$ cat src/rtl/ram_port_pkg.sv
// Shared types and default sizes for the RAM port initiators.
package ram_port_pkg;

    localparam int DEF_DATA_WIDTH = 8;
    localparam int DEF_ADDR_WIDTH = 4;

    // INIT exists only when the power-up clear is built in
    typedef enum logic [0:0] {
        ST_INIT = 1'b0,
        ST_RUN  = 1'b1
    } state_e;

    // Client command as seen at the default sizes
    typedef struct packed {
        logic                      we;
        logic [DEF_ADDR_WIDTH-1:0] addr;
        logic [DEF_DATA_WIDTH-1:0] wdata;
    } cmd_t;

endpackage

$ cat src/rtl/ram_port_initiator_chk.sv
// Runtime properties of the RAM port initiator: credit bound and
// response hold under back-pressure.
module ram_port_initiator_chk #(
    parameter int RSP_DEPTH  = 2,
    parameter int CNT_W      = 2,
    parameter int DATA_WIDTH = 8
) (
    input logic                  clk_a,
    input logic                  rst_a,
    input logic [CNT_W-1:0]      used_cnt,
    input logic                  rsp_valid,
    input logic                  rsp_ready,
    input logic [DATA_WIDTH-1:0] rsp_rdata
);

    // Reads in flight plus buffered responses never exceed the buffer size
    a_credit_bound: assert property (@(posedge clk_a) disable iff (rst_a)
        used_cnt <= CNT_W'(RSP_DEPTH));

    // A stalled response stays valid with unchanged data
    a_rsp_hold: assert property (@(posedge clk_a) disable iff (rst_a)
        (rsp_valid && !rsp_ready) |=> (rsp_valid && $stable(rsp_rdata)));

endmodule

$ cat src/rtl/ram_rsp_fifo.sv
// Small synchronous response FIFO with occupancy output.
// DEPTH must be a power of two so the pointers wrap naturally.
module ram_rsp_fifo #(
    parameter int  WIDTH = 8,
    parameter int  DEPTH = 2,
    localparam int CNT_W = $clog2(DEPTH) + 1
) (
    input  logic             clk,
    input  logic             rst,
    input  logic             push,
    input  logic [WIDTH-1:0] push_data,
    input  logic             pop,
    output logic [WIDTH-1:0] pop_data,
    output logic             empty,
    output logic             full,
    output logic [CNT_W-1:0] count
);

    localparam int PTR_W = $clog2(DEPTH);

    logic [WIDTH-1:0] mem_r [DEPTH];
    logic [PTR_W-1:0] wr_ptr_r;
    logic [PTR_W-1:0] rd_ptr_r;
    logic [CNT_W-1:0] count_r;
    logic             do_pop_s;
    logic             do_push_s;

    // A push into a full buffer is only taken when a pop frees the slot
    assign do_pop_s  = pop && (count_r != {CNT_W{1'b0}});
    assign do_push_s = push && ((count_r != CNT_W'(DEPTH)) || do_pop_s);

    // Storage, pointers and occupancy
    always_ff @(posedge clk) begin
        if (rst) begin
            for (int i = 0; i < DEPTH; i++) begin
                mem_r[i] <= '0;
            end
            wr_ptr_r <= '0;
            rd_ptr_r <= '0;
            count_r  <= '0;
        end else begin
            if (do_push_s) begin
                mem_r[wr_ptr_r] <= push_data;
                wr_ptr_r        <= wr_ptr_r + PTR_W'(1);
            end
            if (do_pop_s) begin
                rd_ptr_r <= rd_ptr_r + PTR_W'(1);
            end
            case ({do_push_s, do_pop_s})
                2'b10:   count_r <= count_r + CNT_W'(1);
                2'b01:   count_r <= count_r - CNT_W'(1);
                default: count_r <= count_r;
            endcase
        end
    end

    assign pop_data = mem_r[rd_ptr_r];
    assign empty    = (count_r == {CNT_W{1'b0}});
    assign full     = (count_r == CNT_W'(DEPTH));
    assign count    = count_r;

endmodule

$ cat src/rtl/ram_port_initiator.sv
// Drives one port of the shared dual-port RAM for a single client.
// Commands issue one per cycle; read data returns in order through a
// credit-protected response buffer so nothing is lost under back-pressure.
// Optional power-up clear: define RAM_PORT_INITIATOR_CLEAR_EN.
module ram_port_initiator
    import ram_port_pkg::*;
#(
    parameter int DATA_WIDTH = DEF_DATA_WIDTH,
    parameter int ADDR_WIDTH = DEF_ADDR_WIDTH,
    parameter int RD_LAT     = 1,
    parameter int RSP_DEPTH  = 2
) (
    input  logic                  clk_a,
    input  logic                  rst_a,
    input  logic                  cmd_valid,
    output logic                  cmd_ready,
    input  logic                  cmd_we,
    input  logic [ADDR_WIDTH-1:0] cmd_addr,
    input  logic [DATA_WIDTH-1:0] cmd_wdata,
    output logic                  rsp_valid,
    input  logic                  rsp_ready,
    output logic [DATA_WIDTH-1:0] rsp_rdata,
    output logic                  ram_we,
    output logic [ADDR_WIDTH-1:0] ram_addr,
    output logic [DATA_WIDTH-1:0] ram_din,
    input  logic [DATA_WIDTH-1:0] ram_dout,
    output logic                  init_done
);

    localparam int CNT_W = $clog2(RSP_DEPTH) + 1;

    logic                  init_done_r;
    logic                  run_next_s;
    logic                  accept_s;
    logic                  clr_we_s;
    logic [ADDR_WIDTH-1:0] clr_addr_s;
    logic                  ram_we_r;
    logic [ADDR_WIDTH-1:0] ram_addr_r;
    logic [DATA_WIDTH-1:0] ram_din_r;
    // Bit 0 marks the cycle a read address sits on the RAM pins; bit
    // RD_LAT marks the cycle its data is on ram_dout.
    logic [RD_LAT:0]       rd_pipe_r;
    logic [CNT_W-1:0]      inflight_s;
    logic [CNT_W-1:0]      fifo_count_s;
    logic [CNT_W-1:0]      used_s;
    logic                  fifo_empty_s;
    logic                  fifo_full_s;
    logic                  fifo_pop_s;
    logic [DATA_WIDTH-1:0] fifo_rdata_s;

`ifdef RAM_PORT_INITIATOR_CLEAR_EN
    localparam int DEPTH = 1 << ADDR_WIDTH;

    state_e                state_r;
    state_e                state_next_s;
    logic [ADDR_WIDTH-1:0] clr_addr_r;
    logic [ADDR_WIDTH-1:0] clr_addr_next_s;

    // Clear-sequencer state and address counter
    always_ff @(posedge clk_a) begin
        if (rst_a) begin
            state_r    <= ST_INIT;
            clr_addr_r <= '0;
        end else begin
            state_r    <= state_next_s;
            clr_addr_r <= clr_addr_next_s;
        end
    end

    // Walk every address writing zero, then hand over to normal operation
    always_comb begin
        state_next_s    = state_r;
        clr_addr_next_s = clr_addr_r;
        clr_we_s        = 1'b0;
        case (state_r)
            ST_INIT: begin
                clr_we_s        = 1'b1;
                clr_addr_next_s = clr_addr_r + ADDR_WIDTH'(1);
                if (clr_addr_r == ADDR_WIDTH'(DEPTH - 1)) begin
                    state_next_s = ST_RUN;
                end else begin
                    state_next_s = ST_INIT;
                end
            end
            ST_RUN: begin
                state_next_s = ST_RUN;
            end
            default: begin
                state_next_s    = ST_INIT;
                clr_addr_next_s = '0;
            end
        endcase
    end

    assign clr_addr_s = clr_addr_r;
    assign run_next_s = (state_next_s == ST_RUN);
`else
    assign clr_we_s   = 1'b0;
    assign clr_addr_s = '0;
    assign run_next_s = 1'b1;
`endif

    // init_done is held low through reset and any clear sequence
    always_ff @(posedge clk_a) begin
        if (rst_a) begin
            init_done_r <= 1'b0;
        end else begin
            init_done_r <= run_next_s;
        end
    end

    // Count reads still travelling through the RAM latency pipe
    always_comb begin
        inflight_s = '0;
        for (int i = 0; i <= RD_LAT; i++) begin
            inflight_s = inflight_s + CNT_W'(rd_pipe_r[i]);
        end
    end

    // Writes are gated by credits too, so acceptance has a single rule
    assign used_s    = inflight_s + fifo_count_s;
    assign cmd_ready = init_done_r && (used_s < CNT_W'(RSP_DEPTH));
    assign accept_s  = cmd_valid && cmd_ready;

    // Register the RAM port: clear writes first, then accepted commands
    always_ff @(posedge clk_a) begin
        if (rst_a) begin
            ram_we_r   <= 1'b0;
            ram_addr_r <= '0;
            ram_din_r  <= '0;
        end else if (clr_we_s) begin
            ram_we_r   <= 1'b1;
            ram_addr_r <= clr_addr_s;
            ram_din_r  <= '0;
        end else if (accept_s) begin
            ram_we_r   <= cmd_we;
            ram_addr_r <= cmd_addr;
            ram_din_r  <= cmd_wdata;
        end else begin
            ram_we_r   <= 1'b0;
        end
    end

    // Track each issued read until its data appears on ram_dout
    always_ff @(posedge clk_a) begin
        if (rst_a) begin
            rd_pipe_r <= '0;
        end else begin
            rd_pipe_r <= {rd_pipe_r[RD_LAT-1:0], accept_s && !cmd_we};
        end
    end

    assign fifo_pop_s = !fifo_empty_s && rsp_ready;

    ram_rsp_fifo #(
        .WIDTH (DATA_WIDTH),
        .DEPTH (RSP_DEPTH)
    ) u_rsp_fifo (
        .clk       (clk_a),
        .rst       (rst_a),
        .push      (rd_pipe_r[RD_LAT]),
        .push_data (ram_dout),
        .pop       (fifo_pop_s),
        .pop_data  (fifo_rdata_s),
        .empty     (fifo_empty_s),
        .full      (fifo_full_s),
        .count     (fifo_count_s)
    );

    ram_port_initiator_chk #(
        .RSP_DEPTH  (RSP_DEPTH),
        .CNT_W      (CNT_W),
        .DATA_WIDTH (DATA_WIDTH)
    ) u_chk (
        .clk_a     (clk_a),
        .rst_a     (rst_a),
        .used_cnt  (used_s),
        .rsp_valid (rsp_valid),
        .rsp_ready (rsp_ready),
        .rsp_rdata (rsp_rdata)
    );

    assign ram_we    = ram_we_r;
    assign ram_addr  = ram_addr_r;
    assign ram_din   = ram_din_r;
    assign rsp_valid = !fifo_empty_s;
    assign rsp_rdata = fifo_rdata_s;
    assign init_done = init_done_r;

    // Full flag is implied by credits; kept for visibility only
    logic unused_s;
    assign unused_s = fifo_full_s;

endmodule
$ cat config.mk
export PLATFORM = sky130hd
export DESIGN_NAME = ram_port_initiator
export DESIGN_NICKNAME = d
export VERILOG_FILES = /design/src/rtl/ram_port_pkg.sv /design/src/rtl/ram_port_initiator_chk.sv /design/src/rtl/ram_rsp_fifo.sv /design/src/rtl/ram_port_initiator.sv
export SDC_FILE = /design/constraint.sdc
export NUM_CORES = 1
export LEC_CHECK = 0
export CORE_UTILIZATION = 45
export CTS_CLUSTER_DIAMETER = 100
export CTS_CLUSTER_SIZE = 8
export DETAILED_ROUTE_END_ITERATION = 6
export GPL_TIMING_DRIVEN = 0
export PLACE_DENSITY = 0.77
export SYNTH_ARGS = -nofsm -noshare
export SYNTH_HDL_FRONTEND = slang
export SYNTH_SLANG_ARGS = --single-unit
export TNS_END_PERCENT = 20
$ cat constraint.sdc
create_clock -name clk_a -period 2.28 [get_ports clk_a]
set_clock_uncertainty 0.15 [all_clocks]
set_input_delay 0.228 -clock clk_a [delete_from_list [all_inputs] [get_ports clk_a]]
set_output_delay 0.228 -clock clk_a [all_outputs]
set_load 0.02 [all_outputs]
Word level (Yosys, flattened, before mapping)

Memory sizes are Yosys's and may differ from the RTL's. A register that Yosys moved wholly into a read port is not among the register bits.
Index checks and enable logic that the tools add are counted.

Bits of input ports: 25
Output and inout port bits: 24
Register bits: 20
RAM bits: 16
Memories kept: 1
Logic and storage cells: 46

Eq/ne operators: 3
Add/sub/neg operators: 6
Bitwise operators: 1
Multiplexer cells: 12
Reductions and logical operators: 14
Magnitude comparators: 1

Memory list:

| name             | depth | width | rd ports | clocked after memory_dff | write ports | line               | text |
|---|---|---|---|---|---|---|---|
| u_rsp_fifo.mem_r | 2     | 8     | 1        | 1                        | 2           | ram_rsp_fifo.sv:21 | `logic [WIDTH-1:0] mem_r [DEPTH];` |

Operators by type and width:

| operator                                                              | number |
|---|---|
| 1-bit two-way mux                                                     | 10 |
| 8-bit two-way mux                                                     | 1 |
| 8-bit OR reduction                                                    | 1 |
| 1-bit logical AND                                                     | 6 |
| 2-bit case mux with 2 select lines                                    | 1 |
| 2-bit nonzero test                                                    | 2 |
| 1-bit adder, second input constant                                    | 2 |
| 1-bit by 1-bit adder with 2-bit output                                | 1 |
| 2-bit by 1-bit adder with 2-bit output, second input constant         | 1 |
| 2-bit adder                                                           | 1 |
| 2-bit by 1-bit equality test with 1-bit output, second input constant | 1 |
| 2-bit equality test, second input constant                            | 1 |
| 1-bit zero test                                                       | 2 |
| 2-bit zero test                                                       | 1 |
| 2-bit < comparator, second input constant                             | 1 |
| 2-bit != test, second input constant                                  | 1 |
| 2-bit OR reduction                                                    | 1 |
| 2-bit by 1-bit subtractor with 2-bit output, second input constant    | 1 |
| 1-bit logical OR                                                      | 1 |
| 1-bit NOT                                                             | 1 |

Longest topological paths before layout

Word-level depth: 11
Gate-level depth with buffers: 6

By module

A second synthesis with hierarchy kept.

Cell total of the unflattened synthesis: 145
Area, all modules: 1591.5 um^2

Modules (own cells, without submodules):

| module             | area each (um^2) | instances | cells an instance | seq. area each (um^2) |
|---|---|---|---|---|
| ram_rsp_fifo       | 944.7            | 1         | 77                | 580.6 |
| ram_port_initiator | 646.9            | 1         | 68                | 320.3 |

Worst setup path after synthesis

No wires, ideal clock.

Path type: register -> register
Start: register u_rsp_fifo.count_r[1], in the netlist u_rsp_fifo.count[1]
End: register u_rsp_fifo.count_r[1], in the netlist u_rsp_fifo.count[1]
Setup slack: 0.437 ns
Period minus slack after synthesis: 1.843 ns
Arrival time: 1.623 ns
Setup time: 0.070 ns
Data required time: 2.060 ns
Cell stages (with the launch flop): 6
Path through: dfxtp_1 > nor3b_4 > nand2b_1 > ha_1 > or3_1 > a21oi_1

Cells in the longest elaborated chain, start to end: 8
Elaborated cells between the ends (all ways): 14
Those cells by class: add/sub: 2; eq/ne: 3; mux: 1; reduce/logical: 8

RTL lines:

| element                                                                                      | line                      | text |
|---|---|---|
| start: declaration                                                                           | ram_rsp_fifo.sv:24        | `logic [CNT_W-1:0] count_r;` |
| start signal: assignment                                                                     | ram_rsp_fifo.sv:50        | `2'b10: count_r <= count_r + CNT_W'(1);` |
| start signal: assignment                                                                     | ram_rsp_fifo.sv:51        | `2'b01: count_r <= count_r - CNT_W'(1);` |
| start signal: assignment                                                                     | ram_rsp_fifo.sv:52        | `default: count_r <= count_r;` |
| 2-bit zero test                                                                              | ram_rsp_fifo.sv:58        | `assign empty = (count_r == {CNT_W{1'b0}});` |
| 1-bit zero test                                                                              | ram_port_initiator.sv:153 | `assign fifo_pop_s = !fifo_empty_s && rsp_ready;` |
| 1-bit logical AND                                                                            | ram_port_initiator.sv:153 |  |
| 1-bit logical AND                                                                            | ram_rsp_fifo.sv:29        | `assign do_pop_s = pop && (count_r != {CNT_W{1'b0}});` |
| 1-bit logical OR                                                                             | ram_rsp_fifo.sv:30        | `assign do_push_s = push && ((count_r != CNT_W'(DEPTH)) \|\| do_pop_s);` |
| 1-bit logical AND                                                                            | ram_rsp_fifo.sv:30        |  |
| 2-bit by 1-bit equality test with 1-bit output / 2-bit equality test (equally long branches) | ram_rsp_fifo.sv:49        | `case ({do_push_s, do_pop_s})` |
| 2-bit case mux with 2 select lines / 2-bit nonzero test (equally long branches)              | --                        |  |

Parallel ways exist; a longest one is shown, timed or not.
A chain may end at the register's enable or synchronous reset.

Final worst setup path

Start: register u_rsp_fifo.count_r[0], in the netlist u_rsp_fifo.count[0]
End: output port cmd_ready

Cells in the longest elaborated chain, start to end: 3

RTL lines:

| element            | line                      | text |
|---|---|---|
| 2-bit adder        | ram_port_initiator.sv:121 | `assign used_s = inflight_s + fifo_count_s;` |
| 2-bit < comparator | ram_port_initiator.sv:122 | `assign cmd_ready = init_done_r && (used_s < CNT_W'(RSP_DEPTH));` |
| 1-bit logical AND  | ram_port_initiator.sv:122 |  |
| end: declaration   | ram_port_initiator.sv:16  | `output logic cmd_ready,` |

Every way passes these cells.

==> flow_metrics.py <==
metrics = {
    "status": {
        "status": "finished clean",
    },
    "floorplanning": {
        "die_y_um": 61.9,
        "die_x_um": 61.9,
        "initial_core_util_pct": 47.7,
        "num_rows": 21,
        "fp.coreArea_sq_um": 3390,
        "io-pin-count": 49,
        "fp.dieArea_sq_um": 3840,
    },
    "drt": {
        "vias": 1146,
        "wl_per_cell_um": 13.1,
        "ant_nets": 0,
        "wl_um": 3110,
        "vias_per_cell": 4.84,
        "first_pass_iters": 4,
        "drc": 0,
        "drtIter0Drc": 22,
    },
    "critical_path": {
        "rr_startpoint": "u_rsp_fifo.count[1]$_SDFFE_PP0P_",
        "path_cells": "ha_1, a21oi_4, xor2_1, and2_1, clkdlybuf4s15_2",
        "rr_worst_depth": 5,
        "cp-startpoint": "u_rsp_fifo.count[0]$_SDFFE_PP0P_",
        "cp.arrival_ns": 1.81,
        "worstPathRequired_ns": 1.90,
        "r2r_end": "u_rsp_fifo.count[1]$_SDFFE_PP0P_",
        "crit_slowest_cell": "dfxtp_4",
        "crit_family": "flip-flops",
        "critical_path_class": "flop to output pin",
        "crit_cells": 5,
        "cp-endpoint": "cmd_ready",
        "max_stage_delay_ns": 0.39,
        "start_kind": "flop",
        "endpoint_kind": "output pin",
        "reg2reg_slack_ns": 0.26,
        "critPathMaxFanout": 6,
        "path_buf_inv": 1,
    },
    "clocking": {
        "cts-root-buf": "clkbuf_4",
        "cts_sinks": 37,
        "numCtsBuffers": 5,
        "clock_latency_ns": 0.35,
        "cts_buffer_depth": 2,
        "cts_tree": "built",
        "cts-htree-levels": 2,
        "path_clk_slew_ns": 0.11,
    },
    "timing": {
        "tightest_slew_ns": 0.434,
        "hold_violations": 0,
        "slew_viol_final": 0,
        "rsz0062_at_grt": "false",
        "worst_slack_ns": 0.0904,
        "max_freq_mhz": 457,
        "max_slew_margin_pct": 70.8,
        "finalSetupViolCount": 0,
        "fin_crit_sh_pct": 96.0,
        "min_period_ns": 2.19,
    },
    "placement": {
        "gp_congestion": 0.705,
        "place_ws_ns": -0.0150,
        "io_buffers": 48,
        "placed_cells": 230,
        "dp.final_hpwl_um": 2230,
    },
    "pwr": {
        "total_power_mw": 1.27,
        "power.density_nw_per_um2": 575,
        "power.leakage_nw": 0.821,
        "vdd_drop_max_mv": 0.460,
    },
    "synthesis": {
        "synth.distinct_cells": 30,
        "ys_seq_area_share_pct": 55.7,
        "synth_cells": 136,
        "synth-seq-cells": 37,
        "syn_nets": 163,
        "yosys_warnings": 0,
        "synth_area_sq_um": 1620,
        "syn_avg_cell_area_sq_um": 11.9,
    },
    "global_route": {
        "met3_usage_pct": 8.28,
        "grt_pass1_wl_um": 4800,
        "grt_overflow": 0,
        "grt_pass1_vias": 1118,
        "grt_max_degree": 13,
        "gr-usage-met1_pct": 18.8,
        "use_met2_pct": 30.6,
        "gr-usage-all-layers_pct": 17.9,
        "antenna_found_initial": 0,
        "busiest_layer": "met2",
    },
    "finish": {
        "final_cell_mix": "47 x clkdlybuf4s50_1, 25 x nand2_1, 19 x dfxtp_1",
        "drive_gt1_share_pct": 16.8,
        "syn2layout_area_growth_pct": 36.8,
        "antennaDiodeCount": 0,
        "final_cells": 237,
        "final_common_cell": "clkdlybuf4s50_1",
        "fin_nets": 217,
    },
    "min_path": {
        "hold_class": "input pin to flop",
    },
    "run": {
        "drv_cap": 0,
    },
}
## per-stage QoR
| step | instance area [sq um] | setup TNS (ns) | util, % | hold WS (ns) |
|---|---|---|---|---|
| 6_report | 2210 | 0 | 65.3 | 0.263 |
| 5_1_grt | 2210 | 0 | 65.3 | 0.260 |
| 4_1_cts | 2210 | 0 | 65.2 | 0.250 |
| 3_5_place_dp | 2150 | -0.0150 | 63.6 | 0.305 |
| 3_3_place_gp | 2150 | 0 | 63.6 | 0.293 |
| 2_1_floorplan | 1620 | 0 | - | 0.154 |
## metal layers
| layer | routed length (um) | vias up |
|---|---|---|
| met3 | 245 | 7 |
| met1 | 1270 | 529 |
| li1 | - | 572 |
| met4 | 51 | 0 |
| met2 | 1540 | 38 |
| met5 | 0 | - |
## worst reg2reg max path: cells and delay by family, from the launching register on
kind | cells | cell delay, ns
adder cells (fa/ha/maj) | 1 | 0.26
AND/OR/NAND/NOR | 3 | 0.95
flip-flops | 1 | 0.46
AO/OA/AOI/OAI | 1 | 0.14
## where the power goes
| group | total (mW) | switching [mW] | internal [mW] | leakage [nW] |
|---|---|---|---|---|
| Clock | 0.342 | 0.226 | 0.116 | 0.0310 |
| Sequential | 0.733 | 0.0165 | 0.717 | 0.338 |
| Combinational | 0.196 | 0.0877 | 0.108 | 0.451 |
## how the worst min path moves through the flow
stage | from | end | slack [ns] | cells past startpoint
finish | cmd_wdata[1] | ram_din[1]$_SDFFE_PP0P_ | 0.26 | 3
global route | cmd_wdata[3] | ram_din[3]$_SDFFE_PP0P_ | 0.26 | 3
CTS | cmd_wdata[1] | ram_din[1]$_SDFFE_PP0P_ | 0.25 | 3
detailed placement | ram_din[5]$_SDFFE_PP0P_ | ram_din[5]$_SDFFE_PP0P_ | 0.31 | 2
global placement | ram_din[5]$_SDFFE_PP0P_ | ram_din[5]$_SDFFE_PP0P_ | 0.29 | 2
floorplan | cmd_we | rd_pipe_r[0]$_SDFF_PP0_ | 0.15 | 1
## cell usage after synthesis
library cell | count | area, sq um
a21oi_4 | 1 | 16.3
xnor2_1 | 2 | 17.5
edfxtp_1 | 16 | 480
xor2_1 | 2 | 17.5
a21oi_1 | 2 | 10.0
nand3b_1 | 1 | 7.51
or3_1 | 2 | 12.5
mux2_2 | 8 | 90.1
mux2i_4 | 1 | 22.5
buf_2 | 3 | 15.0
ha_1 | 2 | 25.0
mux2i_1 | 12 | 120
nor3b_4 | 1 | 18.8
nor2_1 | 3 | 11.3
buf_6 | 1 | 11.3
nand3_1 | 1 | 5.00
nand2_1 | 25 | 93.8
nor4_4 | 2 | 42.5
nand2b_1 | 1 | 6.26
and2_1 | 17 | 106
and3_1 | 1 | 6.26
o21a_2 | 1 | 8.76
nor2b_1 | 1 | 6.26
o21ai_1 | 1 | 5.00
or2_1 | 2 | 12.5
dfxtp_1 | 21 | 420
o21ai_0 | 1 | 5.00
nor3b_1 | 1 | 7.51
clkbuf_1 | 1 | 3.75
inv_2 | 3 | 11.3
## final cells by class
type                    count  area [sq um]
clock inverters             3          17.5
multi-input cells          91           674
repair buffers             48           482
fillers                   272          1180
well taps                  46          57.6
inverters                   3          11.3
plain buffers               4          26.3
flip-flops and latches     37           906
clock buffers               5          37.5
## kinds of logic after synthesis
| family | count (synthesis) | share of synthesized area [%] |
|---|---|---|
| fa+ha+maj | 2 | 1.55 |
| buf+inv | 8 | 2.55 |
| xor+xnor | 4 | 2.17 |
| compound gates | 6 | 2.79 |
| mux | 21 | 14.4 |
| simple gates | 58 | 20.8 |
| flops | 37 | 55.7 |
## flip-flops by register name, summed over array words and instances, names as in the netlist, named ones only
| name | flops |
|---|---|
| ram_we | 1 |
| u_rsp_fifo.wr_ptr_r | 1 |
| init_done | 1 |
| ram_din | 8 |
| u_rsp_fifo.mem_r | 16 |
| u_rsp_fifo.rd_ptr_r | 1 |
| ram_addr | 4 |
| u_rsp_fifo.count | 2 |
| rd_pipe_r | 2 |
## timing repair
item,4_1_cts,5_1_grt
gates resized for setup,4,2
hold buffers,0,0
endpoints found under the setup margin,9,8
setup buffers,0,0
pin swaps,0,1
Power figures use the tool's default switching activity.
